<file path="src/rtl/ysyx_22041071_mem_stage.sv">
// ysyx_22041071_mem_stage
// Memory-access stage between EX and WB. Takes EX results over valid/ready,
// issues loads/stores through a req/ack data-memory port, aligns store data and
// byte masks, formats load data by funct3 and byte offset, and holds finished
// results until WB takes them.
//
// Optional feature: define YSYX_22041071_MEM_ALIGN_CHK_EN to flag misaligned
// accesses and retire them without touching memory. Without it, misalign is
// always 0 and every access is issued exactly as computed.

module ysyx_22041071_mem_stage (
    input  logic        clk,
    input  logic        reset,

    // EX side
    input  logic        valid5,
    output logic        ready5,
    input  logic [63:0] PC5,
    input  logic [31:0] Ins4,
    input  logic        MEM_W_en3,
    input  logic        WB_sel3,
    input  logic        reg_w_en3,
    input  logic [63:0] rt_data2,
    input  logic [4:0]  rdest2,
    input  logic [63:0] ALU_result1,

    // data memory port
    output logic        mem_req,
    output logic        mem_wen,
    output logic [63:0] mem_addr,
    output logic [63:0] mem_wdata,
    output logic [7:0]  mem_wmask,
    input  logic        mem_ack,
    input  logic [63:0] mem_rdata,

    // WB side
    output logic        valid6,
    input  logic        ready6,
    output logic [63:0] PC6,
    output logic [31:0] Ins5,
    output logic        WB_sel4,
    output logic        reg_w_en4,
    output logic [4:0]  rdest3,
    output logic [63:0] ALU_result2,
    output logic [63:0] MEM_data1,
    output logic        misalign
);

    typedef enum logic {
        IDLE = 1'b0,
        BUSY = 1'b1
    } state_t;

    state_t state, state_next;

    // ------------------------------------------------------------------
    // Helpers
    // ------------------------------------------------------------------

    // Shift the doubleword down to the addressed byte, then size/extend.
    function automatic logic [63:0] fmt_load(input logic [2:0]  f3,
                                             input logic [2:0]  off,
                                             input logic [63:0] rdata);
        logic [63:0] raw;
        raw = rdata >> {off, 3'b000};
        case (f3)
            3'b000:  return {{56{raw[7]}},  raw[7:0]};
            3'b001:  return {{48{raw[15]}}, raw[15:0]};
            3'b010:  return {{32{raw[31]}}, raw[31:0]};
            3'b011:  return raw;
            3'b100:  return {56'd0, raw[7:0]};
            3'b101:  return {48'd0, raw[15:0]};
            3'b110:  return {32'd0, raw[31:0]};
            default: return 64'd0;
        endcase
    endfunction

    // Byte mask for the store size, moved to the addressed lane. Bits pushed
    // past lane 7 fall off the 8-bit result.
    function automatic logic [7:0] st_mask(input logic [1:0] size,
                                           input logic [2:0] off);
        logic [7:0] base;
        case (size)
            2'b00:   base = 8'h01;
            2'b01:   base = 8'h03;
            2'b10:   base = 8'h0F;
            default: base = 8'hFF;
        endcase
        return base << off;
    endfunction

`ifdef YSYX_22041071_MEM_ALIGN_CHK_EN
    // Natural-alignment check; funct3 111 on a load is not an access size.
    function automatic logic chk_misalign(input logic       is_store,
                                          input logic [2:0] f3,
                                          input logic [2:0] off);
        if (!is_store && f3 == 3'b111)
            return 1'b0;
        case (f3[1:0])
            2'b01:   return off[0];
            2'b10:   return |off[1:0];
            2'b11:   return |off;
            default: return 1'b0;
        endcase
    endfunction
`endif

    // ------------------------------------------------------------------
    // Incoming request decode
    // ------------------------------------------------------------------
    logic [2:0]  in_f3;
    logic [2:0]  in_off;
    logic        in_is_mem;
    logic        in_is_load;
    logic        in_misalign;
    logic        accept;
    logic        issue_mem;
    logic        load_direct;
    logic        load_mem;
    logic [63:0] in_wdata;
    logic [7:0]  in_wmask;

    assign in_f3      = Ins4[14:12];
    assign in_off     = ALU_result1[2:0];
    // A store wins when both MEM_W_en3 and WB_sel3 are set.
    assign in_is_mem  = MEM_W_en3 | WB_sel3;
    assign in_is_load = WB_sel3 & ~MEM_W_en3;

`ifdef YSYX_22041071_MEM_ALIGN_CHK_EN
    assign in_misalign = in_is_mem & chk_misalign(MEM_W_en3, in_f3, in_off);
`else
    assign in_misalign = 1'b0;
`endif

    assign ready5      = (state == IDLE) && (!valid6 || ready6);
    assign accept      = valid5 && ready5;
    assign issue_mem   = accept && in_is_mem && !in_misalign;
    assign load_direct = accept && (!in_is_mem || in_misalign);
    assign load_mem    = (state == BUSY) && mem_ack;

    assign in_wdata = MEM_W_en3 ? (rt_data2 << {in_off, 3'b000}) : 64'd0;
    assign in_wmask = MEM_W_en3 ? st_mask(in_f3[1:0], in_off) : 8'd0;

    // ------------------------------------------------------------------
    // Control FSM
    // ------------------------------------------------------------------

    // State register; reset abandons any in-flight access.
    always_ff @(posedge clk or posedge reset) begin
        // NOTE: clocked state uses non-blocking assignments so every flop
        // samples pre-edge values regardless of block ordering.
        if (reset)
            state <= IDLE;
        else
            state <= state_next;
    end

    // Next-state: enter BUSY on an issued access, leave on mem_ack.
    always_comb begin
        // NOTE: default first so no path leaves state_next unassigned,
        // which would otherwise infer a latch.
        state_next = state;
        case (state)
            IDLE:    if (issue_mem) state_next = BUSY;
            BUSY:    if (mem_ack)   state_next = IDLE;
            default: state_next = IDLE;
        endcase
    end

    // Request is purely a function of state, so reset drops it immediately.
    assign mem_req = (state == BUSY);

    // ------------------------------------------------------------------
    // In-flight request fields
    // ------------------------------------------------------------------
    logic [63:0] req_pc;
    logic [31:0] req_ins;
    logic        req_wb_sel;
    logic        req_reg_w_en;
    logic        req_is_load;
    logic [4:0]  req_rdest;
    logic [63:0] req_alu;

    // Capture the memory-port drive and the instruction fields at issue; they
    // stay frozen for the whole BUSY period.
    always_ff @(posedge clk or posedge reset) begin
        if (reset) begin
            mem_wen      <= 1'b0;
            mem_addr     <= 64'd0;
            mem_wdata    <= 64'd0;
            mem_wmask    <= 8'd0;
            req_pc       <= 64'd0;
            req_ins      <= 32'd0;
            req_wb_sel   <= 1'b0;
            req_reg_w_en <= 1'b0;
            req_is_load  <= 1'b0;
            req_rdest    <= 5'd0;
            req_alu      <= 64'd0;
        end else if (issue_mem) begin
            mem_wen      <= MEM_W_en3;
            mem_addr     <= {ALU_result1[63:3], 3'b000};
            mem_wdata    <= in_wdata;
            mem_wmask    <= in_wmask;
            req_pc       <= PC5;
            req_ins      <= Ins4;
            req_wb_sel   <= WB_sel3;
            req_reg_w_en <= reg_w_en3;
            req_is_load  <= in_is_load;
            req_rdest    <= rdest2;
            req_alu      <= ALU_result1;
        end
    end

    // ------------------------------------------------------------------
    // Result registers toward WB
    // ------------------------------------------------------------------

    // Load results from EX directly (non-memory or rejected access) or from
    // the in-flight fields on mem_ack; otherwise hold until WB takes them.
    always_ff @(posedge clk or posedge reset) begin
        if (reset) begin
            valid6      <= 1'b0;
            PC6         <= 64'd0;
            Ins5        <= 32'd0;
            WB_sel4     <= 1'b0;
            reg_w_en4   <= 1'b0;
            rdest3      <= 5'd0;
            ALU_result2 <= 64'd0;
            MEM_data1   <= 64'd0;
            misalign    <= 1'b0;
        end else if (load_direct) begin
            valid6      <= 1'b1;
            PC6         <= PC5;
            Ins5        <= Ins4;
            WB_sel4     <= WB_sel3;
            reg_w_en4   <= reg_w_en3 & ~in_misalign;
            rdest3      <= rdest2;
            ALU_result2 <= ALU_result1;
            MEM_data1   <= 64'd0;
            misalign    <= in_misalign;
        end else if (load_mem) begin
            valid6      <= 1'b1;
            PC6         <= req_pc;
            Ins5        <= req_ins;
            WB_sel4     <= req_wb_sel;
            reg_w_en4   <= req_reg_w_en;
            rdest3      <= req_rdest;
            ALU_result2 <= req_alu;
            MEM_data1   <= req_is_load
                           ? fmt_load(req_ins[14:12], req_alu[2:0], mem_rdata)
                           : 64'd0;
            misalign    <= 1'b0;
        end else if (valid6 && ready6) begin
            valid6      <= 1'b0;
        end
    end

endmodule

</file>
<file path="config.mk">
export PLATFORM = sky130hd
export DESIGN_NAME = ysyx_22041071_mem_stage
export DESIGN_NICKNAME = d
export VERILOG_FILES = /design/src/rtl/ysyx_22041071_mem_stage.sv
export SDC_FILE = /design/constraint.sdc
export NUM_CORES = 1
export LEC_CHECK = 0
export CORE_AREA = 2 2 265 267
export DETAILED_ROUTE_END_ITERATION = 7
export DIE_AREA = 0 0 267 269
export PLACE_DENSITY_LB_ADDON = 0.15
export SETUP_SLACK_MARGIN = 0.15
export SYNTH_ARGS = -nofsm -noshare
export SYNTH_HDL_FRONTEND = slang
export SYNTH_SLANG_ARGS = --single-unit
export TNS_END_PERCENT = 30
</file>
<file path="constraint.sdc">
create_clock -name clk -period 14.9 [get_ports clk]
set_clock_uncertainty 0.05 [all_clocks]
set_input_delay 2.98 -clock clk [delete_from_list [all_inputs] [get_ports clk]]
set_output_delay 2.98 -clock clk [all_outputs]
set_load 0.03 [all_outputs]
</file>
# Yosys cells after proc, flatten, opt, wreduce, memory -nomap -nowiden
# Index checks and enable logic that the tools add are counted.
op_classes:
  addsub: 0
  n_mul: 0
  n_div: 0
  magnitude_cmp: 0
  n_eq_ne: 8
  shifts: 3
  n_mux: 27
  bitwise_logic: 4
  reduce_logical: 13
ops:
  columns: ["operator", "n"]
  rows:
  - ["$mux 64", 8]
  - ["$pmux 64 s7", 1]
  - ["$mux 32", 2]
  - ["$shl 64x6->64", 1]
  - ["$shr 64x6->64", 1]
  - ["$pmux 8 s3", 1]
  - ["$mux 1", 11]
  - ["$mux 5", 2]
  - ["$eq 3x3->1 const B", 3]
  - ["$mux 8", 1]
  - ["$shl 8x3->8", 1]
  - ["$eq 3x2->1 const B", 2]
  - ["$logic_and 1x1->1", 6]
  - ["$eq 3x1->1 const B", 1]
  - ["$logic_not 3->1", 1]
  - ["$reduce_bool 3->1", 1]
  - ["$eq 2x1->1 const B", 1]
  - ["$eq 2x2->1 const B", 1]
  - ["$logic_not 1->1", 2]
  - ["$logic_not 2->1", 1]
  - ["$not 1->1", 2]
  - ["$pmux 1 s2", 1]
  - ["$reduce_bool 2->1", 1]
  - ["$and 1x1->1", 1]
  - ["other kinds (2)", 2]
word_totals:
  reg_bits: 536
  latchBits: 0
  ram_bits: 0
  mem_bits_ro: 0
  input_bits: 301
  out_inout_bits: 372
  word_cells: 76
  n_memories: 0

# Longest topological paths before layout
depth:
  depth_word: 7
  mapped_depth: 8
  mapped_depth_nobuf: 5

# Worst setup path after synthesis
# No wires, ideal clock.
synth_timing:
  path_type: "input -> output"
  startpoint: "input port ready6"
  endpoint: "output port ready5"
  arrival_time_ns: 3.439
  required_time_ns: 11.870
  setup_slack_ns: 8.431
  path_stages: 2
  n_path_buf: 0
  path_cell_list: "nor2b_2 -> nor2_1"
synth_between:
  elab_chain_len: 2
synth_lines:
  columns: ["element", "line_no", "text"]
  rows:
  - ["start, declared", "38", "input logic ready6,"]
  - ["$logic_or 1x1->1", "135", "assign ready5 = (state == IDLE) && (!valid6 || ready6);"]
  - ["$logic_and 1x1->1", "135", null]
  - ["end, declared", "17", "output logic ready5,"]
# Every way passes these cells.

# Final worst setup path
# Ends and elaborated chain as after synthesis.

==> impl_metrics.json <==
{
  "cp.required_ps": 11870,
  "hold_viol": 0,
  "ioPinCount": 673,
  "synth_area_um2": 22600,
  "hold-worst-slack_ps": 420,
  "initial_core_util_pct": 32.6,
  "vias_per_cell": 5.12,
  "routedWlPerCell_um": 21.8,
  "setup_violations": 0,
  "fp.coreArea_um2": 69300,
  "crit_path_cell_trace": "clkdlybuf4s50_1 > nor2b_2 > nor2_1 > clkdlybuf4s50_1",
  "switching_power_w": 0.00239,
  "worst_slew_pin_slew_ps": 1140,
  "final_common_cell": "nand2_1",
  "min_period_over_period_pct": 51.2,
  "portBuffers": 668,
  "grt_pass1_wl_um": 125000,
  "die_area_um2": 71800,
  "grt_use_total_pct": 22.6,
  "nFillCells": 6500,
  "max_freq_mhz": 131,
  "nNetsFinal": 3173,
  "finalCriticalPeriod_ps": 7630,
  "setup_tns_ps": 0,
  "cts_num_sinks": 474,
  "clockPowerShare_pct": 25.6,
  "p_comb_share_pct": 41.5,
  "rsz0062_at_grt": "no",
  "start_kind": "input port",
  "power_frac_seq_pct": 32.9,
  "gr-total-overflow": 0,
  "drc_errors": 0,
  "cp-end-kind": "primary output",
  "wirelength_um": 84200,
  "drtIter0Drc": 1484,
  "grt_max_degree": 185,
  "vias": 19800,
  "yosys.area_share.simple_pct": 17.1,
  "antenna_found_initial": 14,
  "die_w_um": 267,
  "holdCritStartpoint": "ALU_result2[12]",
  "area.growth.synth_to_final_pct": 39.4,
  "slew_violations": 0,
  "cts-root-buf": "clkbuf_16",
  "crit_top_cell": "clkdlybuf4s50_1",
  "cp_max_fo": 4,
  "cts_buffer_depth": 3,
  "cap_violations": 0,
  "synth_top_family_by_area": "simple AND/OR/NAND/NOR gates",
  "cts-resized-gates": 0,
  "htreeDepth": 2,
  "holdBufCountCts": 0,
  "ir_drop_uv": 105,
  "synthArstFlopShare_pct": 100,
  "synth_xor_area_share_pct": 0,
  "synth_cells": 2362,
  "netSwitchingFraction_pct": 39.7,
  "ant_nets": 0,
  "post_cts_buffers": 0,
  "multi_input_area_um2": 9380,
  "setup.worst_path.start": "ready6",
  "avgSynthCellArea_um2": 9.58,
  "max_stage_delay_ps": 610,
  "hpwl_um": 57200,
  "row_count": 97,
  "cts_buffers": 56,
  "drive_gt1_share_pct": 6.99,
  "mostFrequentLayoutCells": "nand2_1, clkdlybuf4s50_1, dfrtp_1",
  "hp-class": "flip-flop to flip-flop",
  "ys_types": 54,
  "p_leak_nw": 14.4,
  "slew_headroom_pct": 24.1,
  "cts_tree": "yes",
  "synth_compound_area_share_pct": 14.8,
  "p_int_w": 0.00363,
  "synth-seq-cells": 474,
  "ys_seq_area_share_pct": 52.4,
  "synth-edff-count": 0,
  "yosysWarnings": 0,
  "worst_skew_pair.late_latency_ps": 600,
  "r2r_start": "mem_req",
  "die_h_um": 269,
  "cpMaxStageDelayCell": "clkdlybuf4s50_1",
  "worstPathArrival_ps": 4600,
  "place_congestion": 0.879,
  "status": "finished, final reports clean",
  "synth_fa_ha_area_share_pct": 0,
  "ys.flop_type": "dfrtp_1",
  "regArea_um2": 11900,
  "powerDensity_nw_per_um2": 191,
  "grt_pass1_vias": 19500,
  "critPathKind": "input port to primary output",
  "drt_first_pass_iters": 7,
  "cts.reportedPaths.clkPinSlew_ps": 50,
  "synthMuxAreaShare_pct": 9.39
}
==> sequential cells by signal (all words and copies together), names as in the netlist, 5 cells and up <==
| name | cells |
|---|---|
| ALU_result2 | 64 |
| Ins5 | 32 |
| MEM_data1 | 64 |
| PC6 | 64 |
| mem_wdata | 64 |
| mem_wmask | 8 |
| rdest3 | 5 |
| req_alu | 64 |
| req_ins | 32 |
| req_pc | 64 |
| req_rdest | 5 |
==> cell type report <==
type | count | share of cell area [%]
inverter | 18 | 0.226
tap | 940 | 3.73
clock buffer | 79 | 5.26
multi-input combinational | 1627 | 29.7
clock inverter | 27 | 1.39
timing repair buffer | 695 | 21.9
sequential | 474 | 37.6
antenna | 9 | 0.0714
==> power by group through the flow <==
stage | clock network (W) | registers, W | logic [W]
floorplan | 0 | 0.00251 | 0.000957
global placement | 0 | 0.00198 | 0.00250
detailed placement | 0 | 0.00199 | 0.00252
CTS | 0.00158 | 0.00198 | 0.00252
global route | 0.00163 | 0.00203 | 0.00267
finish | 0.00154 | 0.00198 | 0.00250
==> Yosys cell counts (all sizes together) (6+ instances only) <==
| library cell | number | area share, % |
|---|---|---|
| nand2b | 7 | 0.19 |
| o21ai | 67 | 1.5 |
| o22ai | 16 | 0.44 |
| o221ai | 10 | 0.41 |
| dfrtp | 474 | 52 |
| o2bb2ai | 7 | 0.27 |
| clkbuf | 75 | 1.2 |
| nor2 | 14 | 0.27 |
| mux2 | 9 | 0.45 |
| nor2b | 20 | 0.56 |
| a22o | 36 | 1.4 |
| a22oi | 206 | 6.9 |
| a21oi | 86 | 1.9 |
| inv | 17 | 0.28 |
| a31oi | 6 | 0.17 |
| buf | 171 | 4.7 |
| nand2 | 918 | 15 |
| mux4 | 44 | 4.4 |
| a211oi | 29 | 0.96 |
| a211o | 7 | 0.27 |
| mux2i | 103 | 4.6 |
==> metal layers <==
| layer | global-route usage, % | wire length [µm] |
|---|---|---|
| met5 | 0 | 57 |
| met4 | 7.76 | 2620 |
| met3 | 5.90 | 6520 |
| met2 | 37.3 | 40800 |
| met1 | 28.8 | 34200 |
==> critical path: cells and delay by family <==
kind / cells / cell delay (ps)
and+or+nand+nor: 2 / 570
buffers and inverters: 2 / 1030
==> cells by family (layout without fill, tap and decap cells) <==
kind of cell	count (synthesis)	count (layout)
AO/OA/AOI/OAI	484	484
buffers and inverters	264	819
flip-flops	474	474
multiplexers	156	156
other	1	13
AND/OR/NAND/NOR	983	983
==> per-stage QoR <==
stage	instance area, µm²	total power [W]	util (%)	worst slack (ps)	std cells
6_report	31500	0.00601	45.5	7270	3869
5_1_grt	31500	0.00633	45.5	7190	3869
4_1_cts	31500	0.00608	45.5	7270	3860
3_5_place_dp	29400	0.00451	42.4	7280	3754
3_3_place_gp	29400	0.00447	42.4	7280	3754
2_1_floorplan	22600	0.00347	-	5450	2365
==> worst paths after layout <==
| kind | end | slack [ps] | depth (start not counted) |
|---|---|---|---|
| max | ready5 | 7270 | 4 |
| min | ALU_result2[12] | 420 | 2 |
| max reg2reg | req_pc[42] | 11560 | 7 |
| min reg2reg | ALU_result2[12] | 420 | 2 |
| max in group asynchronous | req_pc[19] | 9750 | 5 |
| min in group asynchronous | MEM_data1[19] | 2900 | 3 |
Power figures use the tool's default switching activity.
